[src/rtl/mem_access_stage_pkg.sv]
`default_nettype none
// ============================================================================
//  Module  : mem_access_stage_pkg
//  Purpose : Shared definitions for the RV32I MEM stage. This package holds
//            the memory-access FSM state encoding, the write-back mux select
//            codes and a small address-alignment helper.
//  Rev     : 1.0  initial release
// ============================================================================
package mem_access_stage_pkg;

    // Memory-access FSM states
    typedef enum logic [1:0] {
        ST_IDLE = 2'd0,   // no access outstanding; request issued combinationally
        ST_REQ  = 2'd1,   // request presented, waiting for dmem_req_ready
        ST_WAIT = 2'd2    // load accepted, waiting for dmem_rsp_valid
    } mem_state_e;

    // Write-back mux select codes carried through MEM/WB
    localparam logic [1:0] MEM_TO_REG_ALU = 2'b00;
    localparam logic [1:0] MEM_TO_REG_MEM = 2'b01;

    // True when the low address bits select a whole 32-bit word
    function automatic logic is_word_aligned(input logic [1:0] i_addr_lsb);
        return (i_addr_lsb == 2'b00);
    endfunction

endpackage
`default_nettype wire

[src/rtl/mem_access_stage_fsm.sv]
`default_nettype none
// ============================================================================
//  Module  : mem_access_fsm
//  Purpose : Valid/ready data-memory handshake sequencer for the MEM stage.
//            It issues the request, tracks an outstanding load until its
//            response arrives, and produces the done and stall indications.
//  Ports   : clk, reset (async, active-low)
//            i_access     - instruction needs a memory access this cycle
//            i_store      - 1 = store, 0 = load
//            i_req_ready  - memory accepts the request
//            i_rsp_valid  - load response valid (only looked at in WAIT)
//            o_req_valid  - memory request valid
//            o_done       - access completes this cycle
//            o_stall      - hold the upstream pipeline this cycle
//  Rev     : 1.0  initial release
// ============================================================================
module mem_access_fsm
    import mem_access_stage_pkg::*;
(
    input  logic clk,
    input  logic reset,
    input  logic i_access,
    input  logic i_store,
    input  logic i_req_ready,
    input  logic i_rsp_valid,
    output logic o_req_valid,
    output logic o_done,
    output logic o_stall
);

    mem_state_e r_state;
    mem_state_e w_next_state;
    logic       w_req_valid;
    logic       w_done;

    always_ff @(posedge clk or negedge reset) begin
        if (!reset) begin
            r_state <= ST_IDLE;
        end else begin
            r_state <= w_next_state;
        end
    end

    always_comb begin
        w_next_state = r_state;
        w_req_valid  = 1'b0;
        w_done       = 1'b0;
        case (r_state)
            ST_IDLE: begin
                w_req_valid = i_access;
                if (i_access) begin
                    if (i_req_ready) begin
                        // A store completes on acceptance; a load must wait for data
                        if (i_store) begin
                            w_done = 1'b1;
                        end else begin
                            w_next_state = ST_WAIT;
                        end
                    end else begin
                        w_next_state = ST_REQ;
                    end
                end
            end
            ST_REQ: begin
                w_req_valid = 1'b1;
                if (!i_access) begin
                    // Upstream is frozen while stalled, so this only happens
                    // if the instruction was squashed; abandon cleanly.
                    w_req_valid  = 1'b0;
                    w_next_state = ST_IDLE;
                end else if (i_req_ready) begin
                    if (i_store) begin
                        w_done       = 1'b1;
                        w_next_state = ST_IDLE;
                    end else begin
                        w_next_state = ST_WAIT;
                    end
                end
            end
            ST_WAIT: begin
                if (!i_access) begin
                    w_next_state = ST_IDLE;
                end else if (i_rsp_valid) begin
                    w_done       = 1'b1;
                    w_next_state = ST_IDLE;
                end
            end
            default: begin
                w_next_state = ST_IDLE;
            end
        endcase
    end

    assign o_req_valid = w_req_valid;
    assign o_done      = w_done;
    assign o_stall     = i_access & ~w_done;

endmodule
`default_nettype wire

[src/rtl/mem_access_stage.sv]
`default_nettype none
// ============================================================================
//  Module  : mem_access_stage
//  Purpose : MEM stage of the 5-stage RV32I pipeline. Performs loads/stores
//            over a valid/ready data-memory port, stalls upstream while an
//            access is outstanding, resolves the branch decision and holds
//            the MEM/WB pipeline register.
//  Config  : MEM_ALIGN_CHECK_EN - when defined, accesses with a non-zero
//            alu_result_in[1:0] issue no request, do not stall, pulse mem_err
//            for one cycle and retire with wb_regwrite = 0. When undefined,
//            no check is made and mem_err is tied 0.
//  Ports   : clk, reset (async, active-low)
//            EX/MEM inputs : regwrite_in, mem_read_in, mem_write_in,
//                            mem_to_reg_in, branch_in, zero_flag_in,
//                            alu_result_in, branch_target_in, write_data_in,
//                            rd_in
//            Data memory   : dmem_req_valid/ready, dmem_we, dmem_addr,
//                            dmem_wdata, dmem_rsp_valid, dmem_rdata
//            Hazard/branch : stall_out, pc_src, branch_target_out, flush_out
//            MEM/WB        : wb_regwrite, wb_mem_to_reg, wb_alu_result,
//                            wb_read_data, wb_rd, mem_err
//  Rev     : 1.0  initial release
// ============================================================================
module mem_access_stage
    import mem_access_stage_pkg::*;
#(
    parameter int XLEN       = 32,
    parameter int REG_ADDR_W = 5
) (
    input  logic                  clk,
    input  logic                  reset,
    input  logic                  regwrite_in,
    input  logic                  mem_read_in,
    input  logic                  mem_write_in,
    input  logic [1:0]            mem_to_reg_in,
    input  logic                  branch_in,
    input  logic                  zero_flag_in,
    input  logic [XLEN-1:0]       alu_result_in,
    input  logic [XLEN-1:0]       branch_target_in,
    input  logic [XLEN-1:0]       write_data_in,
    input  logic [REG_ADDR_W-1:0] rd_in,
    output logic                  dmem_req_valid,
    input  logic                  dmem_req_ready,
    output logic                  dmem_we,
    output logic [XLEN-1:0]       dmem_addr,
    output logic [XLEN-1:0]       dmem_wdata,
    input  logic                  dmem_rsp_valid,
    input  logic [XLEN-1:0]       dmem_rdata,
    output logic                  stall_out,
    output logic                  pc_src,
    output logic [XLEN-1:0]       branch_target_out,
    output logic                  flush_out,
    output logic                  wb_regwrite,
    output logic [1:0]            wb_mem_to_reg,
    output logic [XLEN-1:0]       wb_alu_result,
    output logic [XLEN-1:0]       wb_read_data,
    output logic [REG_ADDR_W-1:0] wb_rd,
    output logic                  mem_err
);

    logic w_access;
    logic w_misaligned;
    logic w_fsm_access;
    logic w_done;
    logic w_stall;

    logic                  r_wb_regwrite;
    logic [1:0]            r_wb_mem_to_reg;
    logic [XLEN-1:0]       r_wb_alu_result;
    logic [XLEN-1:0]       r_wb_read_data;
    logic [REG_ADDR_W-1:0] r_wb_rd;

    assign w_access = mem_read_in | mem_write_in;

`ifdef MEM_ALIGN_CHECK_EN
    assign w_misaligned = w_access & ~is_word_aligned(alu_result_in[1:0]);
`else
    assign w_misaligned = 1'b0;
`endif

    // A misaligned access never reaches memory, so the FSM does not see it
    assign w_fsm_access = w_access & ~w_misaligned;

    mem_access_fsm u_fsm (
        .clk         (clk),
        .reset       (reset),
        .i_access    (w_fsm_access),
        .i_store     (mem_write_in),
        .i_req_ready (dmem_req_ready),
        .i_rsp_valid (dmem_rsp_valid),
        .o_req_valid (dmem_req_valid),
        .o_done      (w_done),
        .o_stall     (w_stall)
    );

    assign dmem_we    = mem_write_in;
    assign dmem_addr  = alu_result_in;
    assign dmem_wdata = write_data_in;
    assign stall_out  = w_stall;

    // Branches never touch memory, so the redirect is not gated by stall
    assign pc_src            = branch_in & zero_flag_in;
    assign flush_out         = pc_src;
    assign branch_target_out = branch_target_in;

    // MEM/WB register. While stalled a bubble is inserted so the held
    // instruction retires exactly once, on the cycle its access completes.
    always_ff @(posedge clk or negedge reset) begin
        if (!reset) begin
            r_wb_regwrite   <= 1'b0;
            r_wb_mem_to_reg <= MEM_TO_REG_ALU;
            r_wb_alu_result <= '0;
            r_wb_read_data  <= '0;
            r_wb_rd         <= '0;
        end else if (w_stall) begin
            r_wb_regwrite   <= 1'b0;
            r_wb_mem_to_reg <= MEM_TO_REG_ALU;
            r_wb_alu_result <= '0;
            r_wb_read_data  <= '0;
            r_wb_rd         <= '0;
        end else begin
            r_wb_regwrite   <= regwrite_in & ~w_misaligned;
            r_wb_mem_to_reg <= mem_to_reg_in;
            r_wb_alu_result <= alu_result_in;
            r_wb_read_data  <= (mem_read_in & ~w_misaligned) ? dmem_rdata : '0;
            r_wb_rd         <= rd_in;
        end
    end

`ifdef MEM_ALIGN_CHECK_EN
    logic r_mem_err;

    // A misaligned access does not stall, so this is a single-cycle pulse
    always_ff @(posedge clk or negedge reset) begin
        if (!reset) begin
            r_mem_err <= 1'b0;
        end else begin
            r_mem_err <= w_misaligned;
        end
    end

    assign mem_err = r_mem_err;
`else
    assign mem_err = 1'b0;
`endif

    assign wb_regwrite   = r_wb_regwrite;
    assign wb_mem_to_reg = r_wb_mem_to_reg;
    assign wb_alu_result = r_wb_alu_result;
    assign wb_read_data  = r_wb_read_data;
    assign wb_rd         = r_wb_rd;

endmodule
`default_nettype wire

[config.mk]
export PLATFORM = sky130hd
export DESIGN_NAME = mem_access_stage
export DESIGN_NICKNAME = d
export VERILOG_FILES = /design/src/rtl/mem_access_stage_pkg.sv /design/src/rtl/mem_access_stage_fsm.sv /design/src/rtl/mem_access_stage.sv
export SDC_FILE = /design/constraint.sdc
export NUM_CORES = 1
export LEC_CHECK = 0
export BUFFER_PORTS_ARGS = -buffer_cell sky130_fd_sc_hd__buf_2
export CAP_MARGIN = 0
export CORE_AREA = 2 2 124 126
export CTS_CLUSTER_DIAMETER = 80
export DETAILED_ROUTE_END_ITERATION = 7
export DIE_AREA = 0 0 126 128
export PLACE_DENSITY = 0.53
export SETUP_SLACK_MARGIN = 0.15
export SLEW_MARGIN = 30
export SYNTH_ARGS = -nofsm -noshare
export SYNTH_HDL_FRONTEND = slang
export SYNTH_HIERARCHICAL = 1
export SYNTH_SLANG_ARGS = --single-unit
[constraint.sdc]
create_clock -name clk -period 1.3 [get_ports clk]
set_input_delay 0.195 -clock clk [delete_from_list [all_inputs] [get_ports clk]]
set_output_delay 0.195 -clock clk [all_outputs]
set_load 0.005 [all_outputs]
==> results.toml <==
[outcome]
status = "finished with violations"
violations = "setup timing"

[detailed_routing]
dr.first_iter.drc_count = 52
vias = 2187
top_layer_used = "met4"
routedWlPerCell_microns = 16.5
final_antenna_net_count = 0
drc_errors = 0
firstDrtPassIters = 2
met3WireLength_mm = 1.06
drt-met1-wl_mm = 3.50
met2_wirelength_mm = 4.58
routed_wl_mm = 9.36
vias_per_cell = 3.84

[floorplanning]
io-pin-count = 318
die_area_sq_mm = 0.0161
core-area_sq_mm = 0.0149
start_util = 0.219
die_w_microns = 126
die_y_microns = 128
core.rowCount = 45

[yosys]
synth_area_sq_mm = 0.00326
synth_nets = 411
synth_cells = 267
synth_area_per_cell_sq_um = 12.2
yosysWarnings = 6

[setup_path]
cp.required_ns = 1.11
path_buf_inv = 1
path_cells = "nand3b_1 -> o211a_4 -> buf_6"
slowest_stage = "dfrtp_2"
slowest_delay_ns = 0.44
critPathLaunchType = "flop"
crit_path_max_fanout = 5
cp-end-kind = "output pin"
cp.arrival_ns = 1.19
worstSetupPathType = "flop to output pin"
cp_top_family = "flip-flops"

[pwr]
power_mw = 5.76
power_density_mw_per_mm2 = 1350
vdd_drop_max_uv = 583
power.leakage_nw = 2.45

[clock_tree]
numCtsBuffers = 9
clk_pin_slew_ns = 0.05
root_buffer = "clkbuf_16"
htree_levels = 3
cts_tree = "yes"
insertion_delay_ns = 0.32
clock_sinks = 74
clock_path_buffers = 2

[grt]
antenna_found_initial = 0
grt_pass1_wl_mm = 13.1
track_usage = 0.111
overflow = 0
grt_start_max_net_pins = 75
grt_pass1_vias = 2200

[place]
io_buffers = 188
hpwl_mm = 6.36
place.gp.congestion = 0.673

[sta]
layout_setup_ws_ns = -0.0805
rsz0062_at_grt = "true"
clock.fmax_mhz = 724
timing_max_transition_violations_final = 0
hold_ws_ns = 0.0526
finalCritPeriodShare = 1.06
finalHoldViolations = 0
finalCriticalPeriod_ns = 1.38
finalClockSkew_ns = 0.00330
setup_viol_count_final = 28

[layout]
drive_gt1_frac = 0.612
area_delta_synth_final_pct = 30.7
mostFrequentLayoutCells = "185 x buf_2, 73 x dfrtp_1, 35 x nor2b_1"
layout.nets = 522
layout.cells.most_common = "buf_2"
diodes = 0

[job]
max_cap_viol_count = 0

[worst_hold_path]
min_path_type = "primary input to flop"
-- power by group --
| part | switching (mW) | total [mW] | internal (mW) |
|---|---|---|---|
| Combinational | 0.390 | 0.829 | 0.439 |
| Sequential | 0.0383 | 2.49 | 2.45 |
| Clock | 0.879 | 2.44 | 1.56 |
| Total | 1.31 | 5.76 | 4.45 |
-- layout make-up --
type	count	area (sq um)
fillers	1548	10600
flip-flops and latches	74	1850
repair buffers	204	1130
multi-input cells	88	738
clock buffers	11	253
well taps	188	235
clock inverters	3	40.0
inverters	1	3.75
-- routing by layer --
layer | up-vias | track usage
met5 | - | 0
met4 | 0 | 0.0524
met3 | 27 | 0.0563
met2 | 180 | 0.176
met1 | 1005 | 0.123
li1 | 975 | -
-- stage by stage --
stage / setup slack [ns] / std cells / setup TNS, ns / area [sq um] / util
2_1_floorplan: 0.174 / 267 / 0 / 3270 / -
3_3_place_gp: -0.156 / 541 / -6.51 / 3730 / 0.251
3_5_place_dp: -0.171 / 541 / -7.02 / 3730 / 0.251
4_1_cts: -0.0717 / 565 / -1.16 / 4160 / 0.280
5_1_grt: -0.115 / 569 / -3.49 / 4260 / 0.286
6_report: -0.0805 / 569 / -1.16 / 4260 / 0.286
-- worst paths after layout --
kind | endpoint | slack [ns] | from | cells past startpoint
min reg2reg | u_fsm/r_state[1] | 0.69 | u_fsm/r_state[0] | 3
max | stall_out | -0.08 | u_fsm/r_state[1] | 3
min | u_fsm/r_state[0] | 0.05 | dmem_req_ready | 2
max reg2reg | wb_alu_result[31] | -0.05 | u_fsm/r_state[0] | 6
min in group asynchronous | wb_alu_result[2] | 0.43 | reset | 3
max in group asynchronous | u_fsm/r_state[1] | 0.56 | reset | 3
-- timing repair --
item	4_1_cts	5_1_grt
gates resized for setup	7	15
pin swaps	2	0
hold buffers	1	0
buffers inserted	6	2
endpoints found under the hold margin	74	0
endpoints found under the setup margin	74	74
gates cloned	3	2
-- worst register-to-register path, stage by stage (launching register included) --
cell and delay [ns]:
dfrtp_1 0.38, nand3b_1 0.19, buf_4 0.16, buf_8 0.13, o211a_4 0.18, buf_12 0.15, nor2b_4 0.10
Note: power is estimated with default switching activity, not from simulation.
